**src/rtl/traffic_conflict_monitor.sv**
```systemverilog
// -----------------------------------------------------------------------------
// traffic_conflict_monitor
//
// Safety stage between the traffic-light controller and the lamp drivers.
// Lamp requests pass through with one clock of latency while every cycle is
// checked for lamp-pattern and sequencing violations. The first violation
// latches a fault code and locks both roads into flashing red until rst.
//
// Optional feature: define TLM_WATCHDOG_EN to build the stuck-controller
// watchdog (fault code 5). Without it WATCHDOG_TICKS is accepted but unused.
//
// Parameters:
//   MIN_YELLOW_TICKS - minimum ticks of yellow before a road may go red
//   WATCHDOG_TICKS   - ticks without any input change before a stuck fault
//   FLASH_HALF_TICKS - ticks per on/off half-period of fail-safe flashing
//
// Ports:
//   clk, rst                 - clock, synchronous active-high reset
//   tick                     - one-cycle tick pulse (count enable only)
//   ns_g/ns_y/ns_r           - NS lamp requests from the controller
//   ew_g/ew_y/ew_r           - EW lamp requests from the controller
//   ns_*_o, ew_*_o           - registered lamp drives
//   fault                    - latched fault flag
//   fault_code[2:0]          - latched cause: 0 none, 1 not one-hot,
//                              2 conflict, 3 illegal sequence,
//                              4 short yellow, 5 watchdog
// -----------------------------------------------------------------------------
module traffic_conflict_monitor #(
    parameter int MIN_YELLOW_TICKS = 2,
    parameter int WATCHDOG_TICKS   = 16,
    parameter int FLASH_HALF_TICKS = 1
) (
    input  logic       clk,
    input  logic       rst,
    input  logic       tick,
    input  logic       ns_g,
    input  logic       ns_y,
    input  logic       ns_r,
    input  logic       ew_g,
    input  logic       ew_y,
    input  logic       ew_r,
    output logic       ns_g_o,
    output logic       ns_y_o,
    output logic       ns_r_o,
    output logic       ew_g_o,
    output logic       ew_y_o,
    output logic       ew_r_o,
    output logic       fault,
    output logic [2:0] fault_code
);

    localparam int YW = $clog2(MIN_YELLOW_TICKS) + 1;
    localparam int FW = $clog2(FLASH_HALF_TICKS) + 1;

    localparam logic [YW-1:0] YEL_MAX    = YW'(MIN_YELLOW_TICKS);
    localparam logic [FW-1:0] FLASH_LAST = FW'(FLASH_HALF_TICKS - 1);

    // Lamp patterns packed as {g, y, r}
    localparam logic [2:0] LAMP_G = 3'b100;
    localparam logic [2:0] LAMP_Y = 3'b010;
    localparam logic [2:0] LAMP_R = 3'b001;

    typedef enum logic [0:0] {
        MODE_NORMAL = 1'b0,
        MODE_FAULT  = 1'b1
    } mode_t;

    function automatic logic is_one_hot(input logic [2:0] lamp);
        return (lamp == LAMP_G) || (lamp == LAMP_Y) || (lamp == LAMP_R);
    endfunction

    // Legal per-road steps: hold, G->Y, Y->R, R->G
    function automatic logic is_legal_step(input logic [2:0] prev_l, input logic [2:0] cur_l);
        logic ok;
        case (prev_l)
            LAMP_G:  ok = (cur_l == LAMP_G) || (cur_l == LAMP_Y);
            LAMP_Y:  ok = (cur_l == LAMP_Y) || (cur_l == LAMP_R);
            LAMP_R:  ok = (cur_l == LAMP_R) || (cur_l == LAMP_G);
            default: ok = 1'b0;
        endcase
        return ok;
    endfunction

    // Yellow counter step: clear on entering Y, count ticks while Y and on
    // the cycle the road leaves Y, saturating at MIN_YELLOW_TICKS.
    function automatic logic [YW-1:0] yel_next(input logic [2:0]    prev_l,
                                               input logic [2:0]    cur_l,
                                               input logic [YW-1:0] cnt,
                                               input logic          tk);
        logic [YW-1:0] res;
        if ((cur_l == LAMP_Y) && (prev_l != LAMP_Y)) begin
            res = {YW{1'b0}};
        end else if (tk && ((cur_l == LAMP_Y) || (prev_l == LAMP_Y)) && (cnt < YEL_MAX)) begin
            res = cnt + YW'(1'b1);
        end else begin
            res = cnt;
        end
        return res;
    endfunction

    mode_t         mode_r;
    logic [2:0]    ns_prev_r;
    logic [2:0]    ew_prev_r;
    logic [YW-1:0] ns_ycnt_r;
    logic [YW-1:0] ew_ycnt_r;
    logic          flash_r;
    logic [FW-1:0] flash_cnt_r;

    logic [2:0]    ns_s;
    logic [2:0]    ew_s;
    logic [YW-1:0] ns_ycnt_nxt_s;
    logic [YW-1:0] ew_ycnt_nxt_s;
    logic          bad_hot_s;
    logic          conflict_s;
    logic          bad_seq_s;
    logic          short_yel_s;
    logic          wd_hit_s;
    logic [2:0]    det_code_s;
    logic          flash_next_s;

    assign ns_s = {ns_g, ns_y, ns_r};
    assign ew_s = {ew_g, ew_y, ew_r};

`ifdef TLM_WATCHDOG_EN
    localparam int WW = $clog2(WATCHDOG_TICKS) + 1;
    localparam logic [WW-1:0] WD_MAX = WW'(WATCHDOG_TICKS);

    logic [WW-1:0] wd_cnt_r;
    logic          in_change_s;

    assign in_change_s = ({ns_s, ew_s} != {ns_prev_r, ew_prev_r});
    assign wd_hit_s    = (wd_cnt_r >= WD_MAX);

    // Watchdog: cleared by any input change, otherwise counts ticks (saturating)
    always_ff @(posedge clk) begin
        if (rst) begin
            wd_cnt_r <= {WW{1'b0}};
        end else if (in_change_s) begin
            wd_cnt_r <= {WW{1'b0}};
        end else if (tick && (wd_cnt_r < WD_MAX)) begin
            wd_cnt_r <= wd_cnt_r + WW'(1'b1);
        end else begin
            wd_cnt_r <= wd_cnt_r;
        end
    end
`else
    assign wd_hit_s = 1'b0;
`endif

    // Violation detection on current inputs against the previous sample
    always_comb begin
        ns_ycnt_nxt_s = yel_next(ns_prev_r, ns_s, ns_ycnt_r, tick);
        ew_ycnt_nxt_s = yel_next(ew_prev_r, ew_s, ew_ycnt_r, tick);
        bad_hot_s     = !is_one_hot(ns_s) || !is_one_hot(ew_s);
        conflict_s    = (ns_s != LAMP_R) && (ew_s != LAMP_R);
        bad_seq_s     = !is_legal_step(ns_prev_r, ns_s) || !is_legal_step(ew_prev_r, ew_s);
        // The leaving cycle's tick already counts in the *_nxt_s values
        short_yel_s   = ((ns_prev_r == LAMP_Y) && (ns_s == LAMP_R) && (ns_ycnt_nxt_s < YEL_MAX)) ||
                        ((ew_prev_r == LAMP_Y) && (ew_s == LAMP_R) && (ew_ycnt_nxt_s < YEL_MAX));
        det_code_s    = 3'd0;
        if (bad_hot_s) begin
            det_code_s = 3'd1;
        end else if (conflict_s) begin
            det_code_s = 3'd2;
        end else if (bad_seq_s) begin
            det_code_s = 3'd3;
        end else if (short_yel_s) begin
            det_code_s = 3'd4;
        end else if (wd_hit_s) begin
            det_code_s = 3'd5;
        end else begin
            det_code_s = 3'd0;
        end
    end

    // Fail-safe flash phase: toggles once every FLASH_HALF_TICKS ticks
    always_comb begin
        flash_next_s = flash_r;
        if (tick && (flash_cnt_r == FLASH_LAST)) begin
            flash_next_s = ~flash_r;
        end else begin
            flash_next_s = flash_r;
        end
    end

    // Mode FSM with registered lamp drives, fault latch and road history
    always_ff @(posedge clk) begin
        if (rst) begin
            mode_r      <= MODE_NORMAL;
            ns_prev_r   <= LAMP_R;
            ew_prev_r   <= LAMP_R;
            ns_ycnt_r   <= {YW{1'b0}};
            ew_ycnt_r   <= {YW{1'b0}};
            flash_r     <= 1'b1;
            flash_cnt_r <= {FW{1'b0}};
            {ns_g_o, ns_y_o, ns_r_o} <= LAMP_R;
            {ew_g_o, ew_y_o, ew_r_o} <= LAMP_R;
            fault       <= 1'b0;
            fault_code  <= 3'd0;
        end else begin
            case (mode_r)
                MODE_NORMAL: begin
                    ns_prev_r <= ns_s;
                    ew_prev_r <= ew_s;
                    ns_ycnt_r <= ns_ycnt_nxt_s;
                    ew_ycnt_r <= ew_ycnt_nxt_s;
                    if (det_code_s != 3'd0) begin
                        // Offending pattern is replaced at the same edge
                        mode_r      <= MODE_FAULT;
                        fault       <= 1'b1;
                        fault_code  <= det_code_s;
                        flash_r     <= 1'b1;
                        flash_cnt_r <= {FW{1'b0}};
                        {ns_g_o, ns_y_o, ns_r_o} <= LAMP_R;
                        {ew_g_o, ew_y_o, ew_r_o} <= LAMP_R;
                    end else begin
                        {ns_g_o, ns_y_o, ns_r_o} <= ns_s;
                        {ew_g_o, ew_y_o, ew_r_o} <= ew_s;
                    end
                end
                MODE_FAULT: begin
                    flash_r <= flash_next_s;
                    if (tick) begin
                        flash_cnt_r <= (flash_cnt_r == FLASH_LAST) ? {FW{1'b0}}
                                                                   : flash_cnt_r + FW'(1'b1);
                    end else begin
                        flash_cnt_r <= flash_cnt_r;
                    end
                    {ns_g_o, ns_y_o, ns_r_o} <= {2'b00, flash_next_s};
                    {ew_g_o, ew_y_o, ew_r_o} <= {2'b00, flash_next_s};
                end
                default: begin
                    // Unreachable encoding: fall into fail-safe
                    mode_r <= MODE_FAULT;
                    fault  <= 1'b1;
                    {ns_g_o, ns_y_o, ns_r_o} <= LAMP_R;
                    {ew_g_o, ew_y_o, ew_r_o} <= LAMP_R;
                end
            endcase
        end
    end

endmodule

```
**config.mk**
```make
export PLATFORM = sky130hd
export DESIGN_NAME = traffic_conflict_monitor
export DESIGN_NICKNAME = d
export VERILOG_FILES = /design/src/rtl/traffic_conflict_monitor.sv
export SDC_FILE = /design/constraint.sdc
export NUM_CORES = 1
export LEC_CHECK = 0
export CAP_MARGIN = 20
export CORE_ASPECT_RATIO = 0.75
export CORE_MARGIN = 4
export CORE_UTILIZATION = 54
export CTS_CLUSTER_SIZE = 16
export DETAILED_ROUTE_END_ITERATION = 7
export PLACE_DENSITY = 0.86
export SLEW_MARGIN = 20
export SYNTH_ARGS = -nofsm -noshare
export SYNTH_HDL_FRONTEND = slang
export SYNTH_SLANG_ARGS = --single-unit
export TNS_END_PERCENT = 1
```
**constraint.sdc**
```tcl
create_clock -name clk -period 3.36 [get_ports clk]
set_input_delay 0.84 -clock clk [delete_from_list [all_inputs] [get_ports clk]]
set_output_delay 0.84 -clock clk [all_outputs]
set_load 0.01 [all_outputs]
```
# --- Word level (Yosys, flattened, before mapping) ---
# Index checks and enable logic that the tools add are counted.
word_totals:
  ff_bits: 23
  out_inout_bits: 10
  word_cells: 106
classes:
  add_sub_neg: 3
  n_lt_le_gt_ge: 4
  n_eq_ne: 18
  muxes: 31
  bitwise_logic: 3
  reduce_logical: 32
ops:
  columns: ["op", "count"]
  rows:
  - ["$pmux W1 S2", 8]
  - ["$logic_or A1 B1 Y1", 13]
  - ["$mux W1", 13]
  - ["$eq A3 B1 Y1 const B", 4]
  - ["$eq A3 B2 Y1 const B", 4]
  - ["$eq A3 B3 Y1 const B", 4]
  - ["$logic_and A1 B1 Y1", 12]
  - ["$mux W3", 4]
  - ["$lt A2 B2 Y1 const B", 4]
  - ["$mux W2", 4]
  - ["$ne A3 B1 Y1 const B", 2]
  - ["$ne A3 B2 Y1 const B", 2]
  - ["$pmux W1 S3", 2]
  - ["$add A2 B1 Y2 const B", 2]
  - ["$logic_not A1 Y1", 4]
  - ["$ne A2 B2 Y1 const B", 2]
  - ["$reduce_and A2 Y1", 2]
  - ["$not A1 Y1", 3]
  - ["$reduce_bool A3 Y1", 1]
  - ["$add A1 B1 Y1 const B", 1]

# --- Longest topological paths before layout ---
depth:
  ltp_word: 16
  ltp_mapped: 6
  ltp_nobuf: 6

# --- Worst setup path after synthesis ---
# No wires, ideal clock.
synth_path:
  path_kind: "input port to flip-flop"
  start: "in ew_g"
  end: "reg ew_r_o"
  setup_ns: 0.127
  t_arrival_ns: 2.232
  required_time_ns: 3.233
  slack_ns: 1.000
  path_stages: 6
  path_buffers: 0
  cell_sequence: "or3b_1 > or3_1 > o211ai_2 > nand3_4 > nor4b_4 > a21oi_1"
synth_via:
  elab_chain_len: 16
  elab_cells_between_ends: 31
  cone_classes: "1 x order compare; 4 x eq/ne; 9 x mux; 17 x reduce/logical"
synth_lines:
  columns: ["element", "line", "rtl"]
  rows:
  - ["start: declaration", "39", "input logic ew_g,"]
  - ["$eq A3 B2 Y1", null, null]
  - ["$logic_or A1 B1 Y1", "93", "end else if (tk && ((cur_l == LAMP_Y) || (prev_l == LAMP_Y)) && (cnt < YEL_MAX)) begin"]
  - ["$logic_and A1 B1 Y1 (2 in series)", "93", null]
  - ["$mux W2", "93", null]
  - ["$mux W2", "91", "if ((cur_l == LAMP_Y) && (prev_l != LAMP_Y)) begin"]
  - ["$lt A2 B2 Y1", "159", "((ew_prev_r == LAMP_Y) && (ew_s == LAMP_R) && (ew_ycnt_nxt_s < YEL_MAX));"]
  - ["$logic_and A1 B1 Y1", "159", null]
  - ["$logic_or A1 B1 Y1", "158", "short_yel_s = ((ns_prev_r == LAMP_Y) && (ns_s == LAMP_R) && (ns_ycnt_nxt_s < YEL_MAX)) ||"]
  - ["$mux W3", "167", "end else if (short_yel_s) begin"]
  - ["$mux W3", "165", "end else if (bad_seq_s) begin"]
  - ["$mux W3", "163", "end else if (conflict_s) begin"]
  - ["$mux W3 *", "161", "if (bad_hot_s) begin"]
  - ["$reduce_bool A3 Y1 *", "207", "if (det_code_s != 3'd0) begin"]
  - ["$mux W1 *", "207", null]
  - ["$pmux W1 S2 *", "201", "case (mode_r)"]
  - ["end signal: assignment", "218", "{ew_g_o, ew_y_o, ew_r_o} <= ew_s;"]
  - ["end signal: assignment", "230", "{ew_g_o, ew_y_o, ew_r_o} <= {2'b00, flash_next_s};"]
  - ["end: declaration", "47", "output logic ew_r_o,"]
# Every way passes the cells marked *; elsewhere a longest branch is shown, timed or not.
# A chain may end at the register's enable or synchronous reset.

# --- Worst setup path in the final report ---
layout_path:
  start: "in ew_r"
  end: "reg ew_r_o"
layout_via:
  elab_chain_len: 16
  elab_cells_between_ends: 31
  cone_classes: "1 x order compare; 4 x eq/ne; 9 x mux; 17 x reduce/logical"
layout_lines:
  columns: ["element", "line", "rtl"]
  rows:
  - ["start: declaration", "41", "input logic ew_r,"]
  - ["$eq A3 B2 Y1", null, null]
  - ["$logic_or A1 B1 Y1", "93", null]
  - ["$logic_and A1 B1 Y1 (2 in series)", "93", null]
  - ["$mux W2", "93", null]
  - ["$mux W2", "91", null]
  - ["$lt A2 B2 Y1", "159", null]
  - ["$logic_and A1 B1 Y1", "159", null]
  - ["$logic_or A1 B1 Y1", "158", null]
  - ["$mux W3", "167", null]
  - ["$mux W3", "165", null]
  - ["$mux W3", "163", null]
  - ["$mux W3", "161", null]
  - ["$reduce_bool A3 Y1", "207", null]
  - ["$mux W1 *", "207", null]
  - ["$pmux W1 S2 *", "201", null]
# Marks and branches as above.

==> run summary <==
The run finished with clean final reports. The maximum achievable frequency came out at 362 MHz. The full die area came out at 2780 µm². The count of cells resized by post-cts repair came out at 0. TritonCTS created 3 clock buffers. The synthesized instance count came out at 124. The maximum count of clock buffers along a single path is 2. Yosys attributes the largest share of cell area to dfxtp_1 41%, nor2_1 5.6%, nand2_1 4.9%. The critical path arrival came out at 2.96 ns. The number of buffers inserted for hold repair after clock tree synthesis came out at 0. The post-synthesis area per instance is 8.68 µm².

The number of buffers inserted to repair setup after CTS came out at 0. The critical path goes through clkdlybuf4s50_1, or3b_1, or3_1, o211ai_2, nand3_4, nor4b_4, a21oi_1. For the final routed database, the setup TNS stands at 0 ns.

The clock tree root driver cell is clkbuf_4. The sequential cell area fraction in the yosys report came out at 0.409. The final-report hold violation count came out at 0. The clock transition time at the flip-flop clock pins of the worst setup and hold paths is 0.12 ns.

The DRC violation count after routing is 0. The worst hold path belongs to the class reg2reg. For the pin with the worst max-slew slack, the measured transition is 0.597 ns. The remaining antenna violation count after routing came out at 0. The number of distinct library cells after synthesis is 34. For the worst-skew pair, the clock arrives at the later sink with an insertion delay of 0.31 ns. The count of standard-cell rows came out at 13. The global-route wire length before repair is 4320 µm. For this run, the total global-route usage over all layers was measured as 0.213. The residual overflow from global routing came out at 0. The cell area after technology mapping came out at 1080 µm². The global-route track usage on met1 is 0.279.

The via count of the first global-routing pass came out at 974. Setup repair after global routing left no endpoint under its margin. The count of pins over their slew limit came to 0. The kind of end point of the critical path is a flop. The total of buffers placed on input and output ports is 18. From bottom edge to top edge, the die measures 46.7 µm. The met2 capacity usage during global routing came out at 0.342.

STA classifies the critical path startpoint as an input pin. The worst slew margin relative to its limit came out at 0.601. The data required time at the worst endpoint is 3.56 ns. The number of nets in the final layout came out at 156. Relative to the synthesized area, the layout overhead comes to 23.4%. The share of cells above drive strength 1 came out at 0.0753.

Yosys printed 0 warnings. The H-tree depth is 1. The most congested layer reported by global routing is met2.

The area of the placeable core came out at 1810 µm². The leakage power of the design came out at 0.507 nW. The HPWL after detailed placement is 1890 µm. The final setup violation count is 0.

The clock period could shrink to 2.76 ns. The synthesized net count came out at 133. The chip width is 59.5 µm. The total power of the final layout is 0.000508 W.

The number of antenna violations at the first check in global routing came out at 0. TritonCTS built the clock tree. The final estimated routing congestion in global placement is 0.945. Grouping stages by cell kind, the critical path spends the most delay in simple AND/OR/NAND/NOR gates. The power per standard cell area came out at 382 nW/µm². The slowest stage of the critical path belongs to the cell clkdlybuf4s50_1. The number of clock sinks is 22.

After synthesis the netlist holds a flip-flop and latch count of 22. For met3 alone, demand over resource in global routing was 0.0616. The sum of routed wire length over all layers is 2560 µm. Entering global routing, the biggest net connects 14 pins. The share of the core filled with cells is 0.735. The delay of the slowest cell on the worst path came out at 0.58 ns. The share of Yosys cell area claimed by the top area cell type is 0.409. The worst setup path is of the in2reg kind. The number of buffer and inverter stages on the critical path came out at 1. The number of top-level pins came out at 19. The detail-routed via count per cell came out at 5.68.

The final cycle utilization of the critical path came out at 0.822. The number of max-capacitance violations reported is 0. The first TritonRoute pass finished after 4 iterations.

The detailed router finished its first iteration with 27 violations. The count of filler cells inserted in the layout is 136. The initial core utilization came out at 0.596.

The antenna diode count is 0. The largest total area in the synthesized netlist belongs to dfxtp_1. The worst clock skew came out at 0.00631 ns.

The peak supply drop came out at 0.391 mV. After detailed routing, the average wire length per cell comes to 15.2 µm. The peak fanout along the critical path is 6.

The via count is 955.
-- flip-flops by register name, summed over array words and instances (netlist names) --
name        count
ew_ycnt_r       2
ns_r_o          1
ns_prev_r       3
fault           1
ew_prev_r       3
ew_y_o          1
fault_code      3
ns_ycnt_r       2
ns_g_o          1
ns_y_o          1
ew_g_o          1
mode_r          1
ew_r_o          1
flash_r         1
-- Yosys cell counts --
cell type and number:
nand2_1 14, xor2_1 3, o211ai_1 2, clkbuf_1 1
nand3_4 1, and2_1 4, a31oi_1 2, a21boi_0 1
nand2b_1 1, a211o_1 2, nor3_1 3, nor3b_1 2
or3_1 1, o22ai_2 1, inv_1 7, or4bb_1 1
nand3_1 2, nor2b_1 1, xnor2_1 6, o2111a_1 1
o21ai_0 4, a21oi_1 9, o211ai_2 1, or2_2 1
a221oi_1 1, buf_1 1, o21ai_1 1, a211oi_1 2
dfxtp_1 22, mux2i_1 4, or3b_1 4, nor4b_4 1
nor2_1 16, nor4bb_1 1
-- through the flow --
stage | cells | worst slack [ns] | instance area [µm²] | hold slack (ns)
after detailed placement | 164 | 0.265 | 1290 | 0.446
after CTS | 168 | 0.604 | 1330 | 0.466
after global placement | 164 | 0.364 | 1290 | 0.439
final | 168 | 0.598 | 1330 | 0.457
after floorplan | 124 | 1.00 | 1080 | 0.460
after global routing | 168 | 0.495 | 1330 | 0.506
-- worst min-delay path, stage by stage, from the launching register on --
cell and delay (ns):
dfxtp_1 0.33, inv_1 0.04, a21oi_1 0.05
-- cell families (layout without fill, tap and decap cells) --
family / after synthesis / count (layout) / share of synthesized area
simple gates: 53 / 53 / 0.279
compound gates: 27 / 27 / 0.170
flops: 22 / 22 / 0.409
xor+xnor: 9 / 9 / 0.0733
buf+inv: 9 / 31 / 0.0314
mux: 4 / 4 / 0.0372
-- report_power, final --
| part | total [W] | switching [W] | internal [W] |
|---|---|---|---|
| clock network | 0.000146 | 0.0000794 | 0.0000662 |
| registers | 0.000284 | 0.0000128 | 0.000271 |
| logic | 0.0000779 | 0.0000393 | 0.0000386 |
-- layout by cell type, fill, tap and decap left out, drive strengths merged, types with 2 or more instances in the layout --
cell type	synthesis	layout
a211oi	2	2
o211ai	3	3
a31oi	2	2
clkbuf	1	4
clkdlybuf4s50	0	18
xor2	3	3
a21oi	9	9
inv	7	7
or3b	4	4
buf	1	2
nand2	14	14
a211o	2	2
nor3b	2	2
nor3	3	3
xnor2	6	6
nor2	16	16
dfxtp	22	22
mux2i	4	4
and2	4	4
nand3	3	3
o21ai	5	5
-- metal layers --
metal,part of all wire,vias up
met2,0.46,36
met5,0,-
met3,0.062,2
met4,0.0051,0
met1,0.47,441
li1,-,476
-- area by class of cell --
cell class,instances,area [µm²],area share
Multi-Input combinational cell,93,602,0.453
Sequential cell,22,440,0.332
Timing Repair Buffer,20,195,0.147
Clock buffer,4,36.3,0.0273
Tap cell,22,27.5,0.0207
Inverter,7,26.3,0.0198
-- final timing paths --
path	depth (start not counted)	slack (ns)	to	from
worst max register to register	6	1.29	fault_code[0]	ns_prev_r[1]
worst max-delay path	7	0.60	ew_r_o	ew_r
worst min register to register	2	0.46	fault	fault
worst min-delay path	2	0.46	fault	fault
No activity file was read; power rests on OpenSTA's default activity.
